<file path="config.mk">
export PLATFORM = sky130hd
export DESIGN_NAME = multicycle_control
export DESIGN_NICKNAME = d
export VERILOG_FILES = /design/src/rtl/rv_ctrl_pkg.sv /design/src/rtl/ctrl_decode.sv /design/src/rtl/multicycle_control.sv
export SDC_FILE = /design/constraint.sdc
export NUM_CORES = 1
export LEC_CHECK = 0
export ABC_AREA = 1
export BUFFER_PORTS_ARGS = -buffer_cell sky130_fd_sc_hd__buf_4
export CELL_PAD_IN_SITES_DETAIL_PLACEMENT = 0
export CELL_PAD_IN_SITES_GLOBAL_PLACEMENT = 1
export CORE_AREA = 3 3 77 79
export CTS_BUF_LIST = sky130_fd_sc_hd__clkbuf_4
export CTS_CLUSTER_DIAMETER = 150
export DETAILED_ROUTE_END_ITERATION = 12
export DIE_AREA = 0 0 80 82
export PLACE_DENSITY = 0.94
export SYNTH_ARGS = -nofsm -noshare
export SYNTH_HDL_FRONTEND = slang
export SYNTH_HIERARCHICAL = 1
export SYNTH_SLANG_ARGS = --single-unit
</file>
<file path="constraint.sdc">
create_clock -name clk -period 3.98 [get_ports clk]
set_input_delay 0.199 -clock clk [delete_from_list [all_inputs] [get_ports clk]]
set_output_delay 0.199 -clock clk [all_outputs]
set_load 0.005 [all_outputs]
</file>
<file path="src/rtl/rv_ctrl_pkg.sv">
// Shared control definitions for the RV32I control units.
// Contents: FSM state encodings, opcode constants, ImmSel/WBSel/AluSEL
// encodings, the decoded instruction-format enum, and the width helper
// used to size the memory-wait counter.
package rv_ctrl_pkg;

  typedef enum logic [2:0] {
    S_FETCH  = 3'd0,
    S_DECODE = 3'd1,
    S_EXEC   = 3'd2,
    S_MEM    = 3'd3,
    S_WB     = 3'd4,
    S_TRAP   = 3'd5
  } state_e;

  typedef enum logic [3:0] {
    FMT_LUI,
    FMT_AUIPC,
    FMT_JAL,
    FMT_JALR,
    FMT_BRANCH,
    FMT_LOAD,
    FMT_STORE,
    FMT_OPIMM,
    FMT_OP,
    FMT_ILLEGAL
  } fmt_e;

  localparam logic [6:0] OPC_LUI    = 7'b0110111;
  localparam logic [6:0] OPC_AUIPC  = 7'b0010111;
  localparam logic [6:0] OPC_JAL    = 7'b1101111;
  localparam logic [6:0] OPC_JALR   = 7'b1100111;
  localparam logic [6:0] OPC_BRANCH = 7'b1100011;
  localparam logic [6:0] OPC_LOAD   = 7'b0000011;
  localparam logic [6:0] OPC_STORE  = 7'b0100011;
  localparam logic [6:0] OPC_OPIMM  = 7'b0010011;
  localparam logic [6:0] OPC_OP     = 7'b0110011;

  localparam logic [2:0] IMM_I = 3'b000;
  localparam logic [2:0] IMM_S = 3'b001;
  localparam logic [2:0] IMM_B = 3'b010;
  localparam logic [2:0] IMM_U = 3'b011;
  localparam logic [2:0] IMM_J = 3'b100;

  localparam logic [1:0] WB_MEM = 2'b00;
  localparam logic [1:0] WB_ALU = 2'b01;
  localparam logic [1:0] WB_PC4 = 2'b10;

  localparam logic [3:0] ALU_ADD = 4'b0000;
  localparam logic [3:0] ALU_SUB = 4'b1000;

  // Bits needed to hold values 0..limit.
  function automatic int unsigned cnt_width(input int unsigned limit);
    return $clog2(limit + 1);
  endfunction

endpackage

</file>
<file path="src/rtl/ctrl_decode.sv">
// Combinational RV32I instruction decode, shared by the single-cycle and
// multicycle control units.
// Ports:
//   ir_i       latched instruction word
//   format_o   instruction class (FMT_ILLEGAL for non-RV32I opcodes)
//   imm_sel_o  immediate format
//   alu_sel_o  ALU operation {funct7[5], funct3}
//   wb_sel_o   writeback source
//   illegal_o  opcode is outside the supported RV32I set
module ctrl_decode
  import rv_ctrl_pkg::*;
(
  input  logic [31:0] ir_i,
  output fmt_e        format_o,
  output logic [2:0]  imm_sel_o,
  output logic [3:0]  alu_sel_o,
  output logic [1:0]  wb_sel_o,
  output logic        illegal_o
);

  logic [6:0] opcode;
  logic [2:0] funct3;
  logic       f7b5;
  logic       unused_ir;

  assign opcode    = ir_i[6:0];
  assign funct3    = ir_i[14:12];
  assign f7b5      = ir_i[30];
  assign unused_ir = ^{ir_i[31], ir_i[29:15], ir_i[11:7]};

  always_comb begin
    format_o  = FMT_ILLEGAL;
    imm_sel_o = IMM_I;
    alu_sel_o = ALU_ADD;
    wb_sel_o  = WB_ALU;
    illegal_o = 1'b0;
    unique case (opcode)
      OPC_LUI: begin
        format_o  = FMT_LUI;
        imm_sel_o = IMM_U;
      end
      OPC_AUIPC: begin
        format_o  = FMT_AUIPC;
        imm_sel_o = IMM_U;
      end
      OPC_JAL: begin
        format_o  = FMT_JAL;
        imm_sel_o = IMM_J;
        wb_sel_o  = WB_PC4;
      end
      OPC_JALR: begin
        format_o  = FMT_JALR;
        wb_sel_o  = WB_PC4;
      end
      OPC_BRANCH: begin
        format_o  = FMT_BRANCH;
        imm_sel_o = IMM_B;
      end
      OPC_LOAD: begin
        format_o  = FMT_LOAD;
        wb_sel_o  = WB_MEM;
      end
      OPC_STORE: begin
        format_o  = FMT_STORE;
        imm_sel_o = IMM_S;
      end
      OPC_OPIMM: begin
        format_o  = FMT_OPIMM;
        // funct7[5] only distinguishes srai from srli; elsewhere it is immediate bits.
        alu_sel_o = (funct3 == 3'b101) ? {f7b5, funct3} : {1'b0, funct3};
      end
      OPC_OP: begin
        format_o  = FMT_OP;
        alu_sel_o = {f7b5, funct3};
      end
      default: illegal_o = 1'b1;
    endcase
  end

endmodule

</file>
<file path="src/rtl/multicycle_control.sv">
// Multicycle RV32I control unit: FETCH -> DECODE -> EXEC -> [MEM] -> [WB].
// Memory waits are bounded by TIMEOUT; an expired wait or an unsupported
// opcode enters a sticky TRAP state that only rst leaves.
// Ports:
//   clk, rst             clock, synchronous active-high reset
//   instr                instruction word (bits [31:0] decoded)
//   mem_ready            memory completion, honoured only in FETCH/MEM
//   BrEq, BrLT           branch comparator results
//   mem_req, IRWrite, PCWrite, RegWEn, MemRw   enables
//   PCSel, ALUsrc1, ALUsrc2, BrUn              datapath selects
//   ImmSel, AluSEL, ldU, WBSel                 decoded fields from ir
//   state_o              current FSM state
//   trap                 sticky fault flag
module multicycle_control
  import rv_ctrl_pkg::*;
#(
  parameter int unsigned N       = 32,
  parameter int unsigned TIMEOUT = 16
) (
  input  logic         clk,
  input  logic         rst,
  input  logic [N-1:0] instr,
  input  logic         mem_ready,
  input  logic         BrEq,
  input  logic         BrLT,
  output logic         mem_req,
  output logic         IRWrite,
  output logic         PCWrite,
  output logic         RegWEn,
  output logic         MemRw,
  output logic         PCSel,
  output logic         ALUsrc1,
  output logic         ALUsrc2,
  output logic         BrUn,
  output logic [2:0]   ImmSel,
  output logic [3:0]   AluSEL,
  output logic [2:0]   ldU,
  output logic [1:0]   WBSel,
  output logic [2:0]   state_o,
  output logic         trap
);

  localparam int unsigned CW = cnt_width(TIMEOUT);
  localparam logic [CW-1:0] WAIT_LAST = CW'(TIMEOUT - 1);

  state_e        state_q, state_d;
  logic [31:0]   ir_q, ir_d;
  logic [CW-1:0] cnt_q, cnt_d;
  logic          trap_q, trap_d;

  fmt_e fmt;
  logic illegal;
  logic br_taken;

  if (N > 32) begin : g_hi
    logic unused_hi;
    assign unused_hi = ^instr[N-1:32];
  end

  ctrl_decode u_dec (
    .ir_i      (ir_q),
    .format_o  (fmt),
    .imm_sel_o (ImmSel),
    .alu_sel_o (AluSEL),
    .wb_sel_o  (WBSel),
    .illegal_o (illegal)
  );

  // funct3[2] picks lt/ge over eq/ne; funct3[0] inverts the sense.
  assign br_taken = (ir_q[14] ? BrLT : BrEq) ^ ir_q[12];

  assign ALUsrc1 = (fmt == FMT_AUIPC) || (fmt == FMT_JAL) || (fmt == FMT_BRANCH);
  assign ALUsrc2 = (fmt != FMT_OP) && (fmt != FMT_ILLEGAL);
  assign BrUn    = (fmt == FMT_BRANCH) && ir_q[13];
  assign ldU     = ir_q[14:12];
  assign state_o = state_q;
  assign trap    = trap_q;

  always_comb begin
    state_d = state_q;
    ir_d    = ir_q;
    cnt_d   = cnt_q;
    mem_req = 1'b0;
    IRWrite = 1'b0;
    PCWrite = 1'b0;
    PCSel   = 1'b0;
    RegWEn  = 1'b0;
    MemRw   = 1'b0;
    unique case (state_q)
      S_FETCH: begin
        mem_req = 1'b1;
        if (mem_ready) begin
          IRWrite = 1'b1;
          ir_d    = instr[31:0];
          state_d = S_DECODE;
        end else if (cnt_q == WAIT_LAST) begin
          state_d = S_TRAP;
        end else begin
          cnt_d = cnt_q + 1'b1;
        end
      end
      S_DECODE: state_d = illegal ? S_TRAP : S_EXEC;
      S_EXEC: begin
        unique case (fmt)
          FMT_BRANCH: begin
            PCWrite = 1'b1;
            PCSel   = br_taken;
            state_d = S_FETCH;
          end
          FMT_JAL, FMT_JALR: begin
            PCWrite = 1'b1;
            PCSel   = 1'b1;
            state_d = S_WB;
          end
          FMT_LOAD, FMT_STORE: state_d = S_MEM;
          default:             state_d = S_WB;
        endcase
      end
      S_MEM: begin
        mem_req = 1'b1;
        MemRw   = (fmt == FMT_STORE);
        if (mem_ready) begin
          if (fmt == FMT_STORE) begin
            PCWrite = 1'b1;
            state_d = S_FETCH;
          end else begin
            state_d = S_WB;
          end
        end else if (cnt_q == WAIT_LAST) begin
          state_d = S_TRAP;
        end else begin
          cnt_d = cnt_q + 1'b1;
        end
      end
      S_WB: begin
        RegWEn  = 1'b1;
        PCWrite = 1'b1;
        state_d = S_FETCH;
      end
      S_TRAP: state_d = S_TRAP;
      default: state_d = S_TRAP;
    endcase
    // Any state change restarts the wait count, so FETCH and MEM begin at zero.
    if (state_d != state_q) cnt_d = '0;
    trap_d = trap_q || (state_d == S_TRAP);
  end

  always_ff @(posedge clk) begin
    if (rst) begin
      state_q <= S_FETCH;
      ir_q    <= '0;
      cnt_q   <= '0;
      trap_q  <= 1'b0;
    end else begin
      state_q <= state_d;
      ir_q    <= ir_d;
      cnt_q   <= cnt_d;
      trap_q  <= trap_d;
    end
  end

endmodule

</file>
Yosys cells after proc, flatten, opt, wreduce, memory -nomap -nowiden. Index checks and enable logic that the tools add are counted. W data, S select, Z words.

Add/sub/neg operators: 1. Reductions and logical operators: 16. Bitwise operators: 3. Equal/unequal tests: 25. Muxes and demuxes: 24.

Operator list (count): $pmux W4 S9 (1); $eq A7 B6 Y1 const B (3); $eq A7 B7 Y1 const B (3); $mux W3 (5); $pmux W3 S5 (1); $eq A7 B5 Y1 const B (2); $eq A4 B3 Y1 const B (3); $pmux W3 S4 (1); $reduce_or A2 Y1 (6); $mux W1 (10); $eq A3 B3 Y1 const B (3); $reduce_or A9 Y1 (1); $eq A4 B2 Y1 const B (2); $ne A4 B4 Y1 const B (2); $pmux W4 S2 (1); $eq A7 B2 Y1 const B (1); $eq A3 B2 Y1 const B (2); $pmux W3 S2 (1); $add A5 B1 Y5 const B (1); $eq A5 B4 Y1 const B (1); $eq A4 B1 Y1 const B (1); $mux W4 (1); $pmux W2 S2 (1); $eq A3 B1 Y1 const B (1); 11 further kinds (15).

Input port bits: 37. Logic and storage cells: 73. Output and inout port bits: 25. Register bits: 40.

Longest topological paths before layout.
Depth after elaboration: 8. Mapped depth: 16. Depth with buffers taken out: 16.

Modules after synthesis. The synthesis kept the hierarchy.

By module, submodules not included: multicycle_control (sequential area each 820.8 µm², cells an instance 257, times used 1, area each 1834.3 µm²); ctrl_decode (sequential area each 0.0 µm², cells an instance 58, times used 1, area each 294.0 µm²).

Worst setup path after synthesis. OpenSTA, ideal clock, no wires.

Path type: register -> output. Start: register ir_q[1]. End: output port PCSel. Path slack: 2.110 ns. Cell stages (with the launch flop): 13. Path buffers: 0. Arrival: 1.671 ns. Required time: 3.781 ns. Cell sequence: dfxtp_1 nand2_2 nor2_8 nand4_1 nand4_1 inv_1 nor2_2 inv_1 nor3_1 inv_1 a21oi_1 o21ai_0 a21boi_1.

Cells in the longest elaborated chain, start to end: 6. Elaborated cells between the ends (all ways): 16. Classes of those cells: eq/ne: 12; mux: 3; reduce/logical: 1.

Ends and longest elaborated chain: start: declaration (RTL line multicycle_control.sv:47) `logic [31:0] ir_q, ir_d;`; start signal: assignment (RTL line multicycle_control.sv:156) `ir_q <= ir_d;`; $eq A7 B6 Y1, or another cell as far along (RTL line ctrl_decode.sv:37) `unique case (opcode)`; $pmux W4 S9 * (RTL line ctrl_decode.sv:37); named net fmt[2] (RTL line multicycle_control.sv:51) `fmt_e fmt;`; $eq A4 B2 Y1 (RTL line multicycle_control.sv:104) `unique case (fmt)`; $reduce_or A2 Y1; $pmux W1 S2 * (RTL line multicycle_control.sv:104); $mux W1 * (RTL line multicycle_control.sv:89) `unique case (state_q)`; end: declaration (RTL line multicycle_control.sv:31) `output logic PCSel,`.

The timed path passes the listed nets; every way through them passes the cells marked *.

Worst setup path in the final report. Same ends and word-level chain as after synthesis.

==> Implementation_results.wiki <==
{| class="wikitable"
! Metric !! Value
|-
| Max Clock Freq || 378 MHz
|-
| Depth of the worst register-to-register path || 12
|-
| Vias post-DR || 1449
|-
| Launching element type of the critical path || flop
|-
| Crit path kind || reg2out
|-
| Net count after synthesis || 267
|-
| Critical path fanouts, max || 9
|-
| Peak supply drop || 0.172 mV
|-
| Placed inst area || 1760 um2
|-
| Crit share post-route || 66.5%
|-
| Standard-cell row count || 27
|-
| Total power consumption of the routed design || 521 uW
|-
| Crit path required time || 3780 ps
|-
| Data arrival time at the worst-slack endpoint || 2450 ps
|-
| Crit path to || PCSel
|-
| Sequential cell area || 400 um2
|-
| Startpoint of the most critical setup path || ir_q[1]$_SDFFE_PP0P_
|-
| Worst flop-to-flop path startpoint || ir_q[1]$_SDFFE_PP0P_
|-
| Standard cell core area || 5410 um2
|-
| Static leakage || 0.896 nW
|-
| Combined area of all synthesized cells || 1430 um2
|-
| Max_cap viols || 0
|-
| Min Clock Period, post-route || 2650 ps
|-
| Syn_area_per_cell || 6.28 um2
|-
| Actual slew at the worst max-slew pin || 421 ps
|-
| Final GP Congestion || 0.846
|-
| Detailed-route DRC error count || 0
|-
| Pin count of the biggest net entering global routing || 14
|-
| Cell family with the largest share of critical-path delay || simple AND/OR/NAND/NOR gates
|-
| Top cell by count, worst path || sky130_fd_sc_hd__inv_1
|-
| Outcome || complete, no violations
|-
| WL per Instance || 10.4 um
|-
| Post-CTS setup-driven buffer insertion count || 0
|-
| Finish-stage setup viols || 0
|-
| Die extent in y || 82 um
|-
| Clock tree sinks || 20
|-
| Combined buffer and inverter count along the critical path || 4
|-
| Reg-to-reg endpoint || cnt_q[1]$_SDFFE_PP0P_
|-
| Clock tree root buffer cell || sky130_fd_sc_hd__clkbuf_4
|-
| Number of global-route vias before repair || 1377
|-
| Synthesis-to-layout area growth || 24.8%
|-
| Critical path depth in cells || 13
|-
| Resized cells post-CTS || 0
|-
| Full die area || 6560 um2
|-
| Final hold violations || 0
|-
| Final net count || 302
|-
| Count of filler cells inserted in the layout || 624
|-
| Layout cell share with drive strength beyond 1 || 27.5%
|-
| Bufs on Longest Clock Path || 2
|-
| Count of nets left with antenna violations after detail routing || 0
|-
| Antenna violations before repair || 0
|-
| Kind of capture point of the worst setup path || primary output
|-
| Crit path largest cell delay || 360 ps
|-
| Synthesis warning total || 6
|-
| Aggregate global routing overflow || 0
|-
| Number of top-level pins || 62
|-
| RSZ-0062 raised after global routing || no
|-
| Number of buffers added to fix hold violations after cts || 0
|-
| Worst-path cell chain || nand2_2 -> nor2_8 -> nand4_1 -> nand4_1 -> inv_1 -> nor2_2 -> inv_1 -> nor3_1 -> inv_1 -> a21oi_1 -> o21ai_0 -> a21boi_1 -> buf_4
|-
| Slew margin rel. || 71.9%
|-
| Total iterations of the first detailed-routing run || 4
|-
| Drt first-iter violations || 50
|-
| Die Width || 80 um
|-
| Tot GR Track Use || 10.9%
|-
| Worst reg-to-reg setup slack || 1910 ps
|-
| Pwr Density || 291 nW/um2
|-
| Via density || 4.34
|-
| Global-route wire length before repair || 5890 um
|-
| Total wire length || 3460 um
|-
| Critical Path Slowest Stage Cell || sky130_fd_sc_hd__dfxtp_1
|-
| Clock Skew || 5.40 ps
|-
| Area of the multi-input gates || 831 um2
|-
| Clock edge transition at the registers on the reported setup and hold paths || 110 ps
|-
| Finished layout cell area || 1790 um2
|-
| Initial cell density of the core || 26.5%
|-
| Clock tree from TritonCTS || built
|-
| Final TNS setup || 0 ps
|-
| Type of the worst min-delay path || in2reg
|-
| Number of buffers added by the clock tree synthesis step || 3
|-
| Synthesized instance count || 228
|-
| Number of inserted diodes || 0
|-
| HPWL after DPL || 2880 um
|-
| CTS H-tree lvls || 1
|-
| Pins Over Slew Limit || 0
|-
| Clock insertion delay at the later pin of the skew report || 290 ps
|-
| Quantity of I/O buffers inserted on ports || 40
|}
flip-flops by register name, indices dropped and copies added, names as in the netlist:
signal / count
ir_q: 11
cnt_q: 5
state_o: 3
trap: 1
cells in the final DEF, fill, tap and decap left out:
master	n
sky130_fd_sc_hd__nor2_8	1
sky130_fd_sc_hd__or2_1	1
sky130_fd_sc_hd__a21oi_1	7
sky130_fd_sc_hd__buf_4	40
sky130_fd_sc_hd__xnor2_1	2
sky130_fd_sc_hd__nor3_1	3
sky130_fd_sc_hd__mux2_1	1
sky130_fd_sc_hd__nor2_1	40
sky130_fd_sc_hd__inv_1	29
sky130_fd_sc_hd__o211ai_1	1
sky130_fd_sc_hd__o21ai_1	2
sky130_fd_sc_hd__and2_1	1
sky130_fd_sc_hd__nand2_4	1
sky130_fd_sc_hd__o21ai_0	16
sky130_fd_sc_hd__ha_1	2
sky130_fd_sc_hd__nor2_4	2
sky130_fd_sc_hd__xor2_1	1
sky130_fd_sc_hd__nand4_1	6
sky130_fd_sc_hd__nand2_1	40
sky130_fd_sc_hd__inv_2	6
sky130_fd_sc_hd__dfxtp_1	20
sky130_fd_sc_hd__a31oi_1	1
sky130_fd_sc_hd__nand3_2	5
sky130_fd_sc_hd__a21boi_1	1
sky130_fd_sc_hd__clkinv_1	3
sky130_fd_sc_hd__clkbuf_4	3
sky130_fd_sc_hd__nand3_1	13
sky130_fd_sc_hd__nor2_2	6
sky130_fd_sc_hd__nand2_2	8
report_power, final:
part           internal (mW)  switching [mW]
logic                 0.0724           0.101
clock network         0.0364          0.0586
registers              0.223          0.0296
cell type report:
cell class              count  share of cell area, %
multi-input cells         161                   46.5
inverters                  37                   7.77
clock buffers               3                   1.26
repair buffers             40                   16.8
flip-flops and latches     20                   22.4
well taps                  72                   5.04
clock inverters             1                  0.210
worst min path at each step:
stage,startpoint,endpoint,slack [ps],depth (start not counted)
final,rst,state_o[1]$_SDFF_PP0_,90,2
after global routing,rst,state_o[1]$_SDFF_PP0_,70,2
after CTS,rst,state_o[1]$_SDFF_PP0_,70,2
after detailed placement,rst,state_o[1]$_SDFF_PP0_,400,2
after global placement,rst,state_o[1]$_SDFF_PP0_,400,2
after floorplan,rst,state_o[1]$_SDFF_PP0_,270,1
per-stage QoR:
step | instances | util (%) | setup WS, ps | hold slack, ps
finish | 334 | 33.1 | 1330 | 87.2
global route | 334 | 33.1 | 1020 | 68.4
CTS | 334 | 33.1 | 1310 | 73.1
detailed placement | 330 | 32.6 | 1650 | 398
global placement | 330 | 32.6 | 1650 | 398
floorplan | 228 | - | 2110 | 268
routing by layer:
metal | wire (um) | vias up | track usage, %
li1 | - | 782 | -
met1 | 1580 | 644 | 13.7
met2 | 1730 | 21 | 19.5
met3 | 120 | 2 | 1.32
met4 | 30 | 0 | 3.55
met5 | 0 | - | 0
(Power assumes the default switching activity.)
